**src/rtl/quad_pkg.sv**
```systemverilog
// Shared quadrature definitions: phase encodings, direction constants,
// decoder FSM states and the Gray-code step classifier.
package quad_pkg;

  // Phase states in clockwise order, written {A,B}
  localparam logic [1:0] PH_00 = 2'b00;
  localparam logic [1:0] PH_10 = 2'b10;
  localparam logic [1:0] PH_11 = 2'b11;
  localparam logic [1:0] PH_01 = 2'b01;

  localparam logic DIR_CW  = 1'b1;
  localparam logic DIR_CCW = 1'b0;

  typedef enum logic {
    PRIME = 1'b0,
    TRACK = 1'b1
  } state_t;

  typedef enum logic [1:0] {
    DELTA_NONE = 2'd0,
    DELTA_INC  = 2'd1,
    DELTA_DEC  = 2'd2,
    DELTA_ILL  = 2'd3
  } delta_t;

  // Position of a phase state along the clockwise cycle
  function automatic logic [1:0] phase_index(input logic [1:0] ph);
    case (ph)
      PH_00:   return 2'd0;
      PH_10:   return 2'd1;
      PH_11:   return 2'd2;
      default: return 2'd3;
    endcase
  endfunction

  // Classify prev->cur: one step forward is +1, one step back is -1,
  // a jump of two positions (both bits flipped) is illegal.
  function automatic delta_t quad_delta(input logic [1:0] prev, input logic [1:0] cur);
    logic [1:0] d;
    d = phase_index(cur) - phase_index(prev);
    case (d)
      2'd0:    return DELTA_NONE;
      2'd1:    return DELTA_INC;
      2'd3:    return DELTA_DEC;
      default: return DELTA_ILL;
    endcase
  endfunction

endpackage

```
**src/rtl/quad_input_filter.sv**
```systemverilog
// Two-flop synchroniser for the {A,B} pair followed by a stability filter:
// a new value is accepted only after it has been seen unchanged on the
// synchroniser output for FILTER_LEN consecutive clock edges.
module quad_input_filter import quad_pkg::*; #(
  parameter int FILTER_LEN = 1
) (
  input  logic       clk,
  input  logic       rst_n,
  input  logic [1:0] ab,
  output logic [1:0] filt
);

  localparam int CW = (FILTER_LEN < 2) ? 1 : $clog2(FILTER_LEN + 1);
  localparam logic [CW-1:0] CNT_ONE = CW'(1);
  localparam logic [CW-1:0] CNT_LEN = CW'(FILTER_LEN);

  logic [1:0]    r_s1;
  logic [1:0]    r_s2;
  logic [1:0]    r_cand;
  logic [1:0]    r_filt;
  logic [CW-1:0] r_cnt;

  logic          w_run;
  logic          w_same;
  logic [CW-1:0] w_cnt_nxt;
  logic          w_accept;

  // Stability evaluation: continue the run only while the candidate holds
  always_comb begin
    w_run     = (r_s2 != r_filt);
    w_same    = (r_cnt != '0) && (r_s2 == r_cand);
    w_cnt_nxt = w_same ? (r_cnt + CNT_ONE) : CNT_ONE;
    w_accept  = w_run && (w_cnt_nxt == CNT_LEN);
  end

  // Synchroniser chain, candidate tracking and filtered output
  always_ff @(posedge clk or negedge rst_n) begin
    if (!rst_n) begin
      r_s1   <= PH_00;
      r_s2   <= PH_00;
      r_cand <= PH_00;
      r_filt <= PH_00;
      r_cnt  <= '0;
    end else begin
      r_s1 <= ab;
      r_s2 <= r_s1;
      if (!w_run) begin
        r_cnt <= '0;
      end else if (w_accept) begin
        r_filt <= r_s2;
        r_cnt  <= '0;
      end else begin
        r_cnt  <= w_cnt_nxt;
        r_cand <= r_s2;
      end
    end
  end

  assign filt = r_filt;

endmodule

```
**src/rtl/quad_decoder.sv**
```systemverilog
// Quadrature decoder: conditions the A/B phases, waits for the filter
// pipeline to settle after reset, then turns each legal Gray-code
// transition into a +/-1 position step and counts illegal jumps.
module quad_decoder import quad_pkg::*; #(
  parameter int COUNT_WIDTH = 16,
  parameter int FILTER_LEN  = 1,
  parameter int ERR_WIDTH   = 8
) (
  input  logic                          clk,
  input  logic                          rst_n,
  input  logic                          A,
  input  logic                          B,
  input  logic                          clear,
  input  logic                          err_clr,
  output logic signed [COUNT_WIDTH-1:0] position,
  output logic                          step,
  output logic                          dir,
  output logic                          error,
  output logic [ERR_WIDTH-1:0]          err_count
);

  // Priming covers the synchroniser and filter latency plus one edge for
  // prev to capture the settled phase, so a phase held through reset is
  // never mistaken for a transition.
  localparam int PRIME_LEN = FILTER_LEN + 2;
  localparam int PCW       = $clog2(PRIME_LEN + 1);
  localparam logic [PCW-1:0] PRIME_LAST = PCW'(PRIME_LEN);
  localparam logic [PCW-1:0] PRIME_ONE  = PCW'(1);

  state_t         r_state;
  logic [PCW-1:0] r_prime_cnt;
  logic [1:0]     r_prev;

  logic [1:0]     w_filt;
  delta_t         w_delta;
  logic           w_track;
  logic           w_inc;
  logic           w_dec;
  logic           w_ill;

  // Saturating increment for the illegal-transition counter
  function automatic logic [ERR_WIDTH-1:0] sat_inc(input logic [ERR_WIDTH-1:0] v);
    return (&v) ? v : (v + ERR_WIDTH'(1));
  endfunction

  quad_input_filter #(
    .FILTER_LEN (FILTER_LEN)
  ) u_filter (
    .clk   (clk),
    .rst_n (rst_n),
    .ab    ({A, B}),
    .filt  (w_filt)
  );

  // Classify the filtered phase against the previous one
  always_comb begin
    w_delta = quad_delta(r_prev, w_filt);
    w_track = (r_state == TRACK);
    w_inc   = w_track && (w_delta == DELTA_INC);
    w_dec   = w_track && (w_delta == DELTA_DEC);
    w_ill   = w_track && (w_delta == DELTA_ILL);
  end

  // PRIME/TRACK sequencing; prev follows the filtered phase in both states
  always_ff @(posedge clk or negedge rst_n) begin
    if (!rst_n) begin
      r_state     <= PRIME;
      r_prime_cnt <= '0;
      r_prev      <= PH_00;
    end else begin
      r_prev <= w_filt;
      if (r_state == PRIME) begin
        if (r_prime_cnt == PRIME_LAST) begin
          r_state <= TRACK;
        end else begin
          r_prime_cnt <= r_prime_cnt + PRIME_ONE;
        end
      end
    end
  end

  // Position counter, step pulse and direction; clear wins over a step
  // but the step pulse and direction still reflect the transition
  always_ff @(posedge clk or negedge rst_n) begin
    if (!rst_n) begin
      position <= '0;
      step     <= 1'b0;
      dir      <= DIR_CW;
    end else begin
      step <= w_inc | w_dec;
      if (w_inc) begin
        dir <= DIR_CW;
      end else if (w_dec) begin
        dir <= DIR_CCW;
      end
      if (clear) begin
        position <= '0;
      end else if (w_inc) begin
        position <= position + COUNT_WIDTH'(1);
      end else if (w_dec) begin
        position <= position - COUNT_WIDTH'(1);
      end
    end
  end

  // Sticky error flag and saturating error count; err_clr wins
  always_ff @(posedge clk or negedge rst_n) begin
    if (!rst_n) begin
      error     <= 1'b0;
      err_count <= '0;
    end else if (err_clr) begin
      error     <= 1'b0;
      err_count <= '0;
    end else if (w_ill) begin
      error     <= 1'b1;
      err_count <= sat_inc(err_count);
    end
  end

endmodule

```
**config.mk**
```make
export PLATFORM = sky130hd
export DESIGN_NAME = quad_decoder
export DESIGN_NICKNAME = d
export VERILOG_FILES = /design/src/rtl/quad_pkg.sv /design/src/rtl/quad_input_filter.sv /design/src/rtl/quad_decoder.sv
export SDC_FILE = /design/constraint.sdc
export NUM_CORES = 1
export LEC_CHECK = 0
export CAP_MARGIN = 20
export CORE_UTILIZATION = 50
export DETAILED_ROUTE_END_ITERATION = 6
export PLACE_DENSITY = 0.76
export SYNTH_ARGS = -nofsm -noshare
export SYNTH_HDL_FRONTEND = slang
export SYNTH_HIERARCHICAL = 1
export SYNTH_SLANG_ARGS = --single-unit
```
**constraint.sdc**
```tcl
create_clock -name clk -period 3.65 [get_ports clk]
set_input_delay 0.73 -clock clk [delete_from_list [all_inputs] [get_ports clk]]
set_output_delay 0.73 -clock clk [all_outputs]
set_load 0.05 [all_outputs]
```
# Word-level counts from Yosys, hierarchy flattened

Index checks and enable logic that the tools add are counted.

Register bits after elaboration: 41
Input bits: 6
Output and inout port bits: 27

Add/sub/neg operators: 6
Eq/ne operators: 13
Muxes and demuxes: 18
Bitwise operators: 4
Reductions and logical operators: 16

Operators by type and width:

| cell                  | count |
|---|---|
| $mux 16               | 3 |
| $mux 8                | 3 |
| $pmux 2 s3            | 3 |
| $add 16x2->16 const B | 1 |
| $eq 2x2->1 const B    | 8 |
| $sub 16x2->16 const B | 1 |
| $mux 1                | 9 |
| $add 8x1->8 const B   | 1 |
| $reduce_and 2->1      | 4 |
| $reduce_and 8->1      | 1 |
| $logic_not 2->1       | 3 |
| $logic_and 1x1->1     | 5 |
| $eq 2x1->1 const B    | 2 |
| $reduce_bool 2->1     | 2 |
| $not 1->1             | 3 |
| $reduce_bool 3->1     | 1 |
| $add 2x1->2 const B   | 1 |
| $eq 2x2->1            | 1 |
| $ne 2x2->1            | 1 |
| $ne 2x2->1 const B    | 1 |
| $sub 2x2->2           | 1 |
| $add 1x1->1 const B   | 1 |
| $or 1x1->1            | 1 |

# Depth between registers and ports, before layout

Gate-level depths: netlist (run 1).

Depth in word-level cells: 10
Mapped depth: 15
Depth with buffers taken out: 14

# Modules after synthesis

The synthesis (run 1) kept the hierarchy.

Modules (own cells, without submodules):

| module            | times used | cells an instance | area each (µm²) |
|---|---|---|---|
| quad_decoder      | 1          | 236               | 2167.1 |
| quad_input_filter | 1          | 22                | 306.5 |

# Worst setup path before layout (run 1)

Ideal clock, no wire load.

Kind: flip-flop to flip-flop
Start point: register u_filter.r_filt[0], in the netlist u_filter/filt[0]
End point: register position[15]
Setup time: 136 ps
Arrival time: 3302 ps
Setup slack: 212 ps
Cell stages (with the launch flop): 12
Path buffers: 0
Period minus slack after synthesis: 3438 ps
Path through: dfrtp_1 > ha_1 > ha_1 > xor3_2 > nand2b_1 > ha_1 > a211oi_1 > o21ai_2 > o211a_1 > o21ai_1 > mux2i_1 > nand4b_1

Longest elaborated chain between the ends: 9
Elaborated cells between the ends (all ways): 16
Those cells by class: add/sub: 1; eq/ne: 6; mux: 4; reduce/logical: 5

Ends and longest elaborated chain:

| element                                              | line                    | text |
|---|---|---|
| start, declared                                      | quad_input_filter.sv:20 | `logic [1:0] r_filt;` |
| start signal, assigned                               | quad_input_filter.sv:50 | `r_filt <= r_s2;` |
| $eq 2x2->1 / $logic_not 2->1 (equally long branches) | quad_pkg.sv:28          | `case (ph)` |
| $pmux 2 s3 (*)                                       | quad_pkg.sv:28          |  |
| $sub 2x2->2 (*)                                      | quad_pkg.sv:40          | `d = phase_index(cur) - phase_index(prev);` |
| $eq 2x2->1 (tied with other cells)                   | quad_pkg.sv:41          | `case (d)` |
| $pmux 2 s3 (*)                                       | quad_pkg.sv:41          |  |
| $eq 2x1->1                                           | quad_decoder.sv:59      | `w_inc = w_track && (w_delta == DELTA_INC);` |
| $logic_and 1x1->1                                    | quad_decoder.sv:59      |  |
| $mux 16                                              | quad_decoder.sv:98      | `end else if (w_inc) begin` |
| $mux 16                                              | quad_decoder.sv:96      | `if (clear) begin` |
| end signal, assigned                                 | quad_decoder.sv:99      | `position <= position + COUNT_WIDTH'(1);` |
| end signal, assigned                                 | quad_decoder.sv:101     | `position <= position - COUNT_WIDTH'(1);` |
| end, declared                                        | quad_decoder.sv:15      | `output logic signed [COUNT_WIDTH-1:0] position,` |

Mark *: on every way between the ends. The rest lies on a longest branch, timed or not.
A chain may end at the register's enable or synchronous reset.

# Final worst setup path (run 1)

Start point: register u_filter.r_filt[1], in the netlist u_filter/filt[1]
End point: register position[15]

The elaborated chain is that of the path after synthesis.

==> summary.txt, run 1 <==
Drt wl/cell: 14.06 µm
Setup CP Type: register to register
Area after DPL: 0.002872 mm²
Peak Freq: 289.1 MHz
Detailed placement HPWL: 3.571 mm
Synth cell types: 51
CP max FO: 8
Routed WL: 5.062 mm
Largest net degree at the start of global routing: 42
Setup Skew: 0.006929 ns
EDFF count, synth: 0
Hold Path End: u_filter/r_s2[1]
Main combinational cell family by area after synthesis: simple AND/OR/NAND/NOR gates
Final hold vios: 0
Routability cong.: 0.8724
Multi-input gate area: 0.001374 mm²
CP Launch Type: register
Share of cells above drive strength 1: 0.08874
Outcome: complete, no violations
Root Buffer: clkbuf_8
CP Capture Type: register
Post-CTS Resized: 0
IO Pins: 33
Peak supply drop: 0.6087 mV
Initial antenna violation count: 0
Final setup fails: 0
Htree depth: 2
WHS Path Cells: 0
Worst slew margin: 0.3999
Post-route cell area: 0.002977 mm²
Adder-Cell Fraction of Synth Area: 0.1295
Synth cell count leaders: dfrtp_1 (40), nand2_1 (29), ha_1 (24), nor2_1 (21), a21oi_1 (19)
Synth top area cells: dfrtp_1 (40%), ha_1 (12%), nand2_1 (4.4%), a21oi_1 (3.8%), xnor2_1 (3.5%)
Fin nets: 323
Multiplexer share of the synthesized area: 0.01265
Largest area contributor in the netlist: dfrtp_1
Clock slew at reported path FFs: 0.09 ns
Worst R2R Setup Slack: 0.19 ns
Min-delay worst type: register to register
Post-synthesis sequential area ratio: 0.4153
Die area: 0.005232 mm²
Logic pwr share: 0.640
Vert. Die Dim: 72.34 µm
Setup tns final: 0 ns
Initial DRC Count: 109
Seq. cell area: 0.001027 mm²
Pint: 1360 µW
Global-route wire length before repair: 8.638 mm
Power share of the sequential group: 0.239
Post-synth net total: 289
Total of max-cap violations: 0
Share of the synthesized area in the top cell type: 0.4047
Switching power: 1262 µW
Initial core utilization: 0.5203
Final ANT Viol Nets: 0
CTS Hold Bufs: 0
CTS tree: yes
Synthesized area: 0.002474 mm²
Static leakage: 0.001344 µW
Cell count after synthesis: 258
Tightest Pin Transition: 0.9001 ns
CTS max path bufs: 2
Clock power frac: 0.120
Core ar.: 0.004755 mm²
IO buf count: 32
RSZ-0062 raised after global routing: false
Slew Limit Fails: 0
Post-synthesis compound-gate area fraction: 0.1512
Main synth FF type: dfrtp_1
Final period util: 0.9476
Clk sinks: 41
FF-to-FF End: position[15]
Vias per std cell: 5.394
Post-CTS Setup Bufs: 0
Gr ovfl total: 0
Count leader, synth: dfrtp_1
R2R depth: 13
CTS Buf Count: 5
Clk_lat worst skew: 0.30 ns
Vias in the first global route: 1902
Tmin final: 3.459 ns
Worst hold path startpoint: u_filter/r_s1[1]
Syn. warnings: 6
Required @ worst endpoint: 3.83 ns
GRT Overall Usage: 0.2153
Synth Area in Simple Gates: 0.1821
Layout filler cell count: 419
Post-Synth XOR/XNOR Area: 0.07385
Area Growth Syn to Fin: 20.33%
Sw Ratio: 0.4812
Post-Syn Area per Cell: 9.588 µm²
Total Power: 2622 µW
Crit path arrival time: 3.64 ns
Origin of the critical flop-to-flop path: u_filter/filt[1]
Vias: 1942
DRC violations left: 0
First-pass DRT Iterations: 4
Async SR Flop Fraction: 1.000
Number of synthesized register bits: 41
Ant. Diodes: 0
DIE WIDTH: 72.34 µm
# rows: 25
Pwr Density: 880.8 mW/mm²
==> layer usage <==
| metal | vias to the layer above | global-route usage | share of wire |
|---|---|---|---|
| li1 | 976 | - | - |
| met1 | 935 | 0.2803 | 0.50 |
| met2 | 24 | 0.3531 | 0.46 |
| met3 | 7 | 0.04444 | 0.027 |
| met4 | 0 | 0.08279 | 0.016 |
| met5 | - | 0 | 0 |
==> critical path: stages, from the launching register on <==
cell,delay [ns]
dfrtp_1,0.41
inv_1,0.07
ha_1,0.28
ha_1,0.21
xor3_2,0.38
nand2b_2,0.28
buf_4,0.21
buf_4,0.16
ha_1,0.31
a21oi_1,0.29
o21ai_1,0.18
and3_1,0.20
a311oi_1,0.24
nand4b_1,0.13
==> layout make-up <==
class / count / area share
Tap cell: 67 / 0.02816
Sequential cell: 41 / 0.3451
Timing Repair Buffer: 38 / 0.1211
Inverter: 10 / 0.01261
Clock inverter: 3 / 0.008407
Multi-Input combinational cell: 196 / 0.4615
Clock buffer: 5 / 0.02312
==> through the flow <==
step | setup slack, ns | util | hold slack (ns) | cells
after CTS | 0.05155 | 0.6237 | 0.3574 | 360
after global routing | 0.02553 | 0.6261 | 0.3666 | 360
after floorplan | 0.2121 | - | 0.3312 | 258
after detailed placement | 0.07219 | 0.6039 | 0.3363 | 352
final | 0.1913 | 0.6261 | 0.3555 | 360
after global placement | 0.2033 | 0.6039 | 0.3316 | 352
==> how the worst max path moves through the flow <==
stage                     start      endpoint  slack, ns
4_1_cts        u_filter/filt[1]  position[15]       0.05
6_report       u_filter/filt[1]  position[15]       0.19
3_3_place_gp   u_filter/filt[1]   position[8]       0.20
3_5_place_dp   u_filter/filt[1]  position[15]       0.07
2_1_floorplan  u_filter/filt[0]  position[15]       0.21
5_1_grt               r_prev[1]  position[10]       0.03
==> placed cells by master (no fill, tap or decap), drive strengths merged, types with 2 or more instances in the layout <==
cell type	Yosys	routed
clkbuf	7	5
a21o	2	2
nand4	5	5
a31o	2	2
a2bb2oi	3	3
clkdlybuf4s50	0	31
xnor2	10	10
nor2b	4	4
buf	4	7
a31oi	4	4
nand2	29	29
ha	24	24
dfrtp	40	40
nand3b	3	3
xor2	8	8
o211ai	6	6
a211oi	3	3
inv	10	11
mux2i	2	2
a21oi	19	19
and2	2	2
nand3	8	8
and3	7	7
nand2b	2	2
nor2	22	22
o21ai	9	9
a21boi	2	2
nor3	4	4
==> power groups by stage <==
stage	logic (µW)	clock network, µW	registers [µW]
6_report	1680	316	627
3_3_place_gp	1630	0	634
4_1_cts	1660	328	628
2_1_floorplan	988	0	898
3_5_place_dp	1640	0	636
5_1_grt	1840	342	641
==> state kept, by name (all words and copies together), names as in the netlist, 2 cells and up <==
name             flops
u_filter/r_s1        2
u_filter/r_cand      2
r_prime_cnt          2
u_filter/filt        2
err_count            8
position            16
r_prev               2
u_filter/r_s2        2
==> cell families (layout without fill, tap and decap cells) <==
| family | count (synthesis) | after routing |
|---|---|---|
| AOI/OAI and AO/OA | 56 | 56 |
| xor gates and xnor gates | 19 | 19 |
| adders and majority gates | 25 | 25 |
| buffers and inverters | 21 | 56 |
| DFF | 41 | 41 |
| muxes | 3 | 3 |
| other | 1 | 1 |
| and+or+nand+nor | 92 | 92 |
(Power assumes the default switching activity.)
==> run 2, diff against run 1 <==
--- a/config.mk
+++ b/config.mk
@@ -6,9 +6,8 @@
 export NUM_CORES = 1
 export LEC_CHECK = 0
 export CAP_MARGIN = 20
-export CORE_UTILIZATION = 50
+export CORE_UTILIZATION = 25
 export DETAILED_ROUTE_END_ITERATION = 6
-export PLACE_DENSITY = 0.76
 export SYNTH_ARGS = -nofsm -noshare
 export SYNTH_HDL_FRONTEND = slang
 export SYNTH_HIERARCHICAL = 1
==> summary.txt, run 2 (synthesized netlist as in run 1, its figures left out) <==
CTS tree: yes
Total Power: 2690 µW (+2.6%)
Slew Limit Fails: 0 (unchanged)
CP Launch Point: u_filter/filt[0]
Crit path arrival time: 3.49 ns (-0.15 ns)
Final hold vios: 0 (unchanged)
Commonest non-fill, non-tap cells in the layout: dfrtp_1 (40), clkdlybuf4s50_1 (31), nand2_1 (29)
DRC violations left: 0 (unchanged)
Vert. Die Dim: 101.5 µm (+40%)
# rows: 35 (+40%)
Root Buffer: clkbuf_8
Layout filler cell count: 979 (+130%)
Setup tns final: 0 ns (unchanged)
WHS Path Cells: 0 (unchanged)
Core ar.: 0.009415 mm² (+98%)
Peak supply drop: 0.2777 mV (-54%)
Static leakage: 0.001359 µW (+1.1%)
Min-delay worst type: register to register
Routed WL: 5.475 mm (+8.2%)
Pwr Density: 875.3 mW/mm² (-0.62%)
Final period util: 0.9119 (-0.03573)
CP Launch Type: register
Area after DPL: 0.002949 mm² (+2.7%)
R2R depth: 12 (-1)
First-pass DRT Iterations: 4 (unchanged)
Power share of the sequential group: 0.235 (-0.004)
Die area: 0.01030 mm² (+97%)
Pint: 1424 µW (+4.7%)
Ant. Diodes: 0 (unchanged)
CTS Hold Bufs: 0 (unchanged)
Post-route cell area: 0.003073 mm² (+3.2%)
CTS Buf Count: 5 (unchanged)
GRT Overall Usage: 0.1181 (-0.09720)
Total of max-cap violations: 0 (unchanged)
Hold Path End: u_filter/r_s2[0]
Clock power frac: 0.134 (+0.014)
Routability cong.: 0.9029 (+3.5%)
Htree depth: 2 (unchanged)
Setup Skew: 0.006610 ns (-0.0003188 ns)
Fin nets: 323 (unchanged)
Initial DRC Count: 81 (-26%)
Area Growth Syn to Fin: 24.23%
Initial core utilization: 0.2627 (-0.2575)
Worst hold path startpoint: u_filter/r_s1[0]
DIE WIDTH: 101.5 µm (+40%)
CTS max path bufs: 2 (unchanged)
Sw Ratio: 0.4707 (-0.01050)
Vias per std cell: 4.717 (-13%)
Vias: 1986 (+2.3%)
Share of cells above drive strength 1: 0.08904 (+0.0003039)
Logic pwr share: 0.631 (-0.009)
CP Capture Type: register
Vias in the first global route: 1975 (+3.8%)
Origin of the critical flop-to-flop path: u_filter/filt[0]
IO buf count: 32 (unchanged)
Outcome: complete, no violations
Tmin final: 3.328 ns (-0.1304 ns)
Final setup fails: 0 (unchanged)
Clk sinks: 41 (unchanged)
Drt wl/cell: 13.00 µm (-7.5%)
Worst slew margin: 0.3793 (-0.02064)
Gr ovfl total: 0 (unchanged)
Final Util: 0.3264 (-0.2997)
Peak Freq: 300.5 MHz (+3.9%)
Global-route wire length before repair: 9.363 mm (+8.4%)
Detailed placement HPWL: 3.939 mm (+10%)
Leading cell type in the layout, fill and taps excluded: dfrtp_1
CP max FO: 10 (+2)
Max reg flops: 16 (unchanged)
Initial antenna violation count: 0 (unchanged)
Tightest Pin Transition: 0.9311 ns (+0.03097 ns)
Top reg by flops: position
RSZ-0062 raised after global routing: false
Clk_lat worst skew: 0.30 ns (about the same)
Worst R2R Setup Slack: 0.32 ns (+0.13 ns)
Clock slew at reported path FFs: 0.07 ns (-0.02 ns)
Switching power: 1266 µW (+0.35%)
Required @ worst endpoint: 3.81 ns (-0.02 ns)
FF-to-FF End: position[15]
Final ANT Viol Nets: 0 (unchanged)
Regs by FF count: position: 16 flops, err_count: 8 flops
IO Pins: 33 (unchanged)
Setup CP Type: register to register
Largest net degree at the start of global routing: 42 (unchanged)
[run 2: cell types whose count changed in the layout (fill, tap and decap cells not counted)]
cell	previous run	this run
nand2b_4	0	1
a21boi_1	2	1
a21oi_2	0	1
clkinv_4	1	0
bufinv_16	0	1
inv_6	1	0
clkinv_2	0	1
nand2b_2	1	0
a21boi_0	0	1
a21oi_1	19	18
clkinvlp_4	1	0
[run 2: worst max path at each step]
| stage | to | slack, ns |
|---|---|---|
| floorplan | position[15] | 0.21 |
| global placement | position[10] | 0.07 |
| detailed placement | position[10] | 0.03 |
| CTS | position[10] | 0.008 |
| global route | position[15] | 0.05 |
| finish | position[15] | 0.32 |
[run 2: per-layer routing]
layer | up-vias | wire length [µm] | GRT usage
li1 | 975 | - | -
met1 | 963 | 2578 | 0.1531
met2 | 42 | 2596 | 0.1910
met3 | 6 | 250 | 0.03175
met4 | 0 | 48 | 0.03790
met5 | - | 0 | 0
[run 2: worst max-delay path: stages, from the launching register on]
cell and delay [ns]:
dfrtp_1 0.42, ha_1 0.30, ha_1 0.19, xor3_2 0.38, nand2b_4 0.22, buf_4 0.18
ha_1 0.44, o211ai_1 0.13, nor2_1 0.16, o211a_1 0.25, o21ai_2 0.10, a311oi_1 0.29
nand4b_1 0.13
[run 2: repair_timing]
action | CTS | global route
setup buffers | 0 | 0
endpoints found under the setup margin | 0 | 8
resized for setup | 0 | 6
[run 2: final cells by class]
| type | instances | area [µm²] | area share |
|---|---|---|---|
| Multi-Input combinational cell | 196 | 1383 | 0.4499 |
| Sequential cell | 41 | 1027 | 0.3343 |
| Timing Repair Buffer | 38 | 360.3 | 0.1173 |
| Tap cell | 129 | 161.4 | 0.05252 |
| Clock buffer | 5 | 68.82 | 0.02239 |
| Inverter | 10 | 37.54 | 0.01221 |
| Clock inverter | 2 | 35.03 | 0.01140 |
[run 2: per-stage QoR]
step	std cells	setup slack, ns	hold slack, ns
floorplan	258	0.2121	0.3312
global placement	414	0.06732	0.3345
detailed placement	414	0.02952	0.3356
CTS	421	0.007686	0.3540
global route	421	0.05027	0.3622
finish	421	0.3217	0.3498
[run 2: power by group through the flow]
stage | registers [µW] | clock network [µW] | logic (µW)
3_3_place_gp | 641 | 0 | 1650
5_1_grt | 650 | 396 | 1870
3_5_place_dp | 644 | 0 | 1660
6_report | 633 | 359 | 1700
2_1_floorplan | 898 | 0 | 988
4_1_cts | 636 | 375 | 1680
==> run 3, diff against run 2 <==
--- a/config.mk
+++ b/config.mk
@@ -8,6 +8,7 @@
 export CAP_MARGIN = 20
 export CORE_UTILIZATION = 25
 export DETAILED_ROUTE_END_ITERATION = 6
+export SLEW_MARGIN = 0
 export SYNTH_ARGS = -nofsm -noshare
 export SYNTH_HDL_FRONTEND = slang
 export SYNTH_HIERARCHICAL = 1
==> results of run 3 <==
No change in the layout: final DEF, timing and power equal those of run 2.
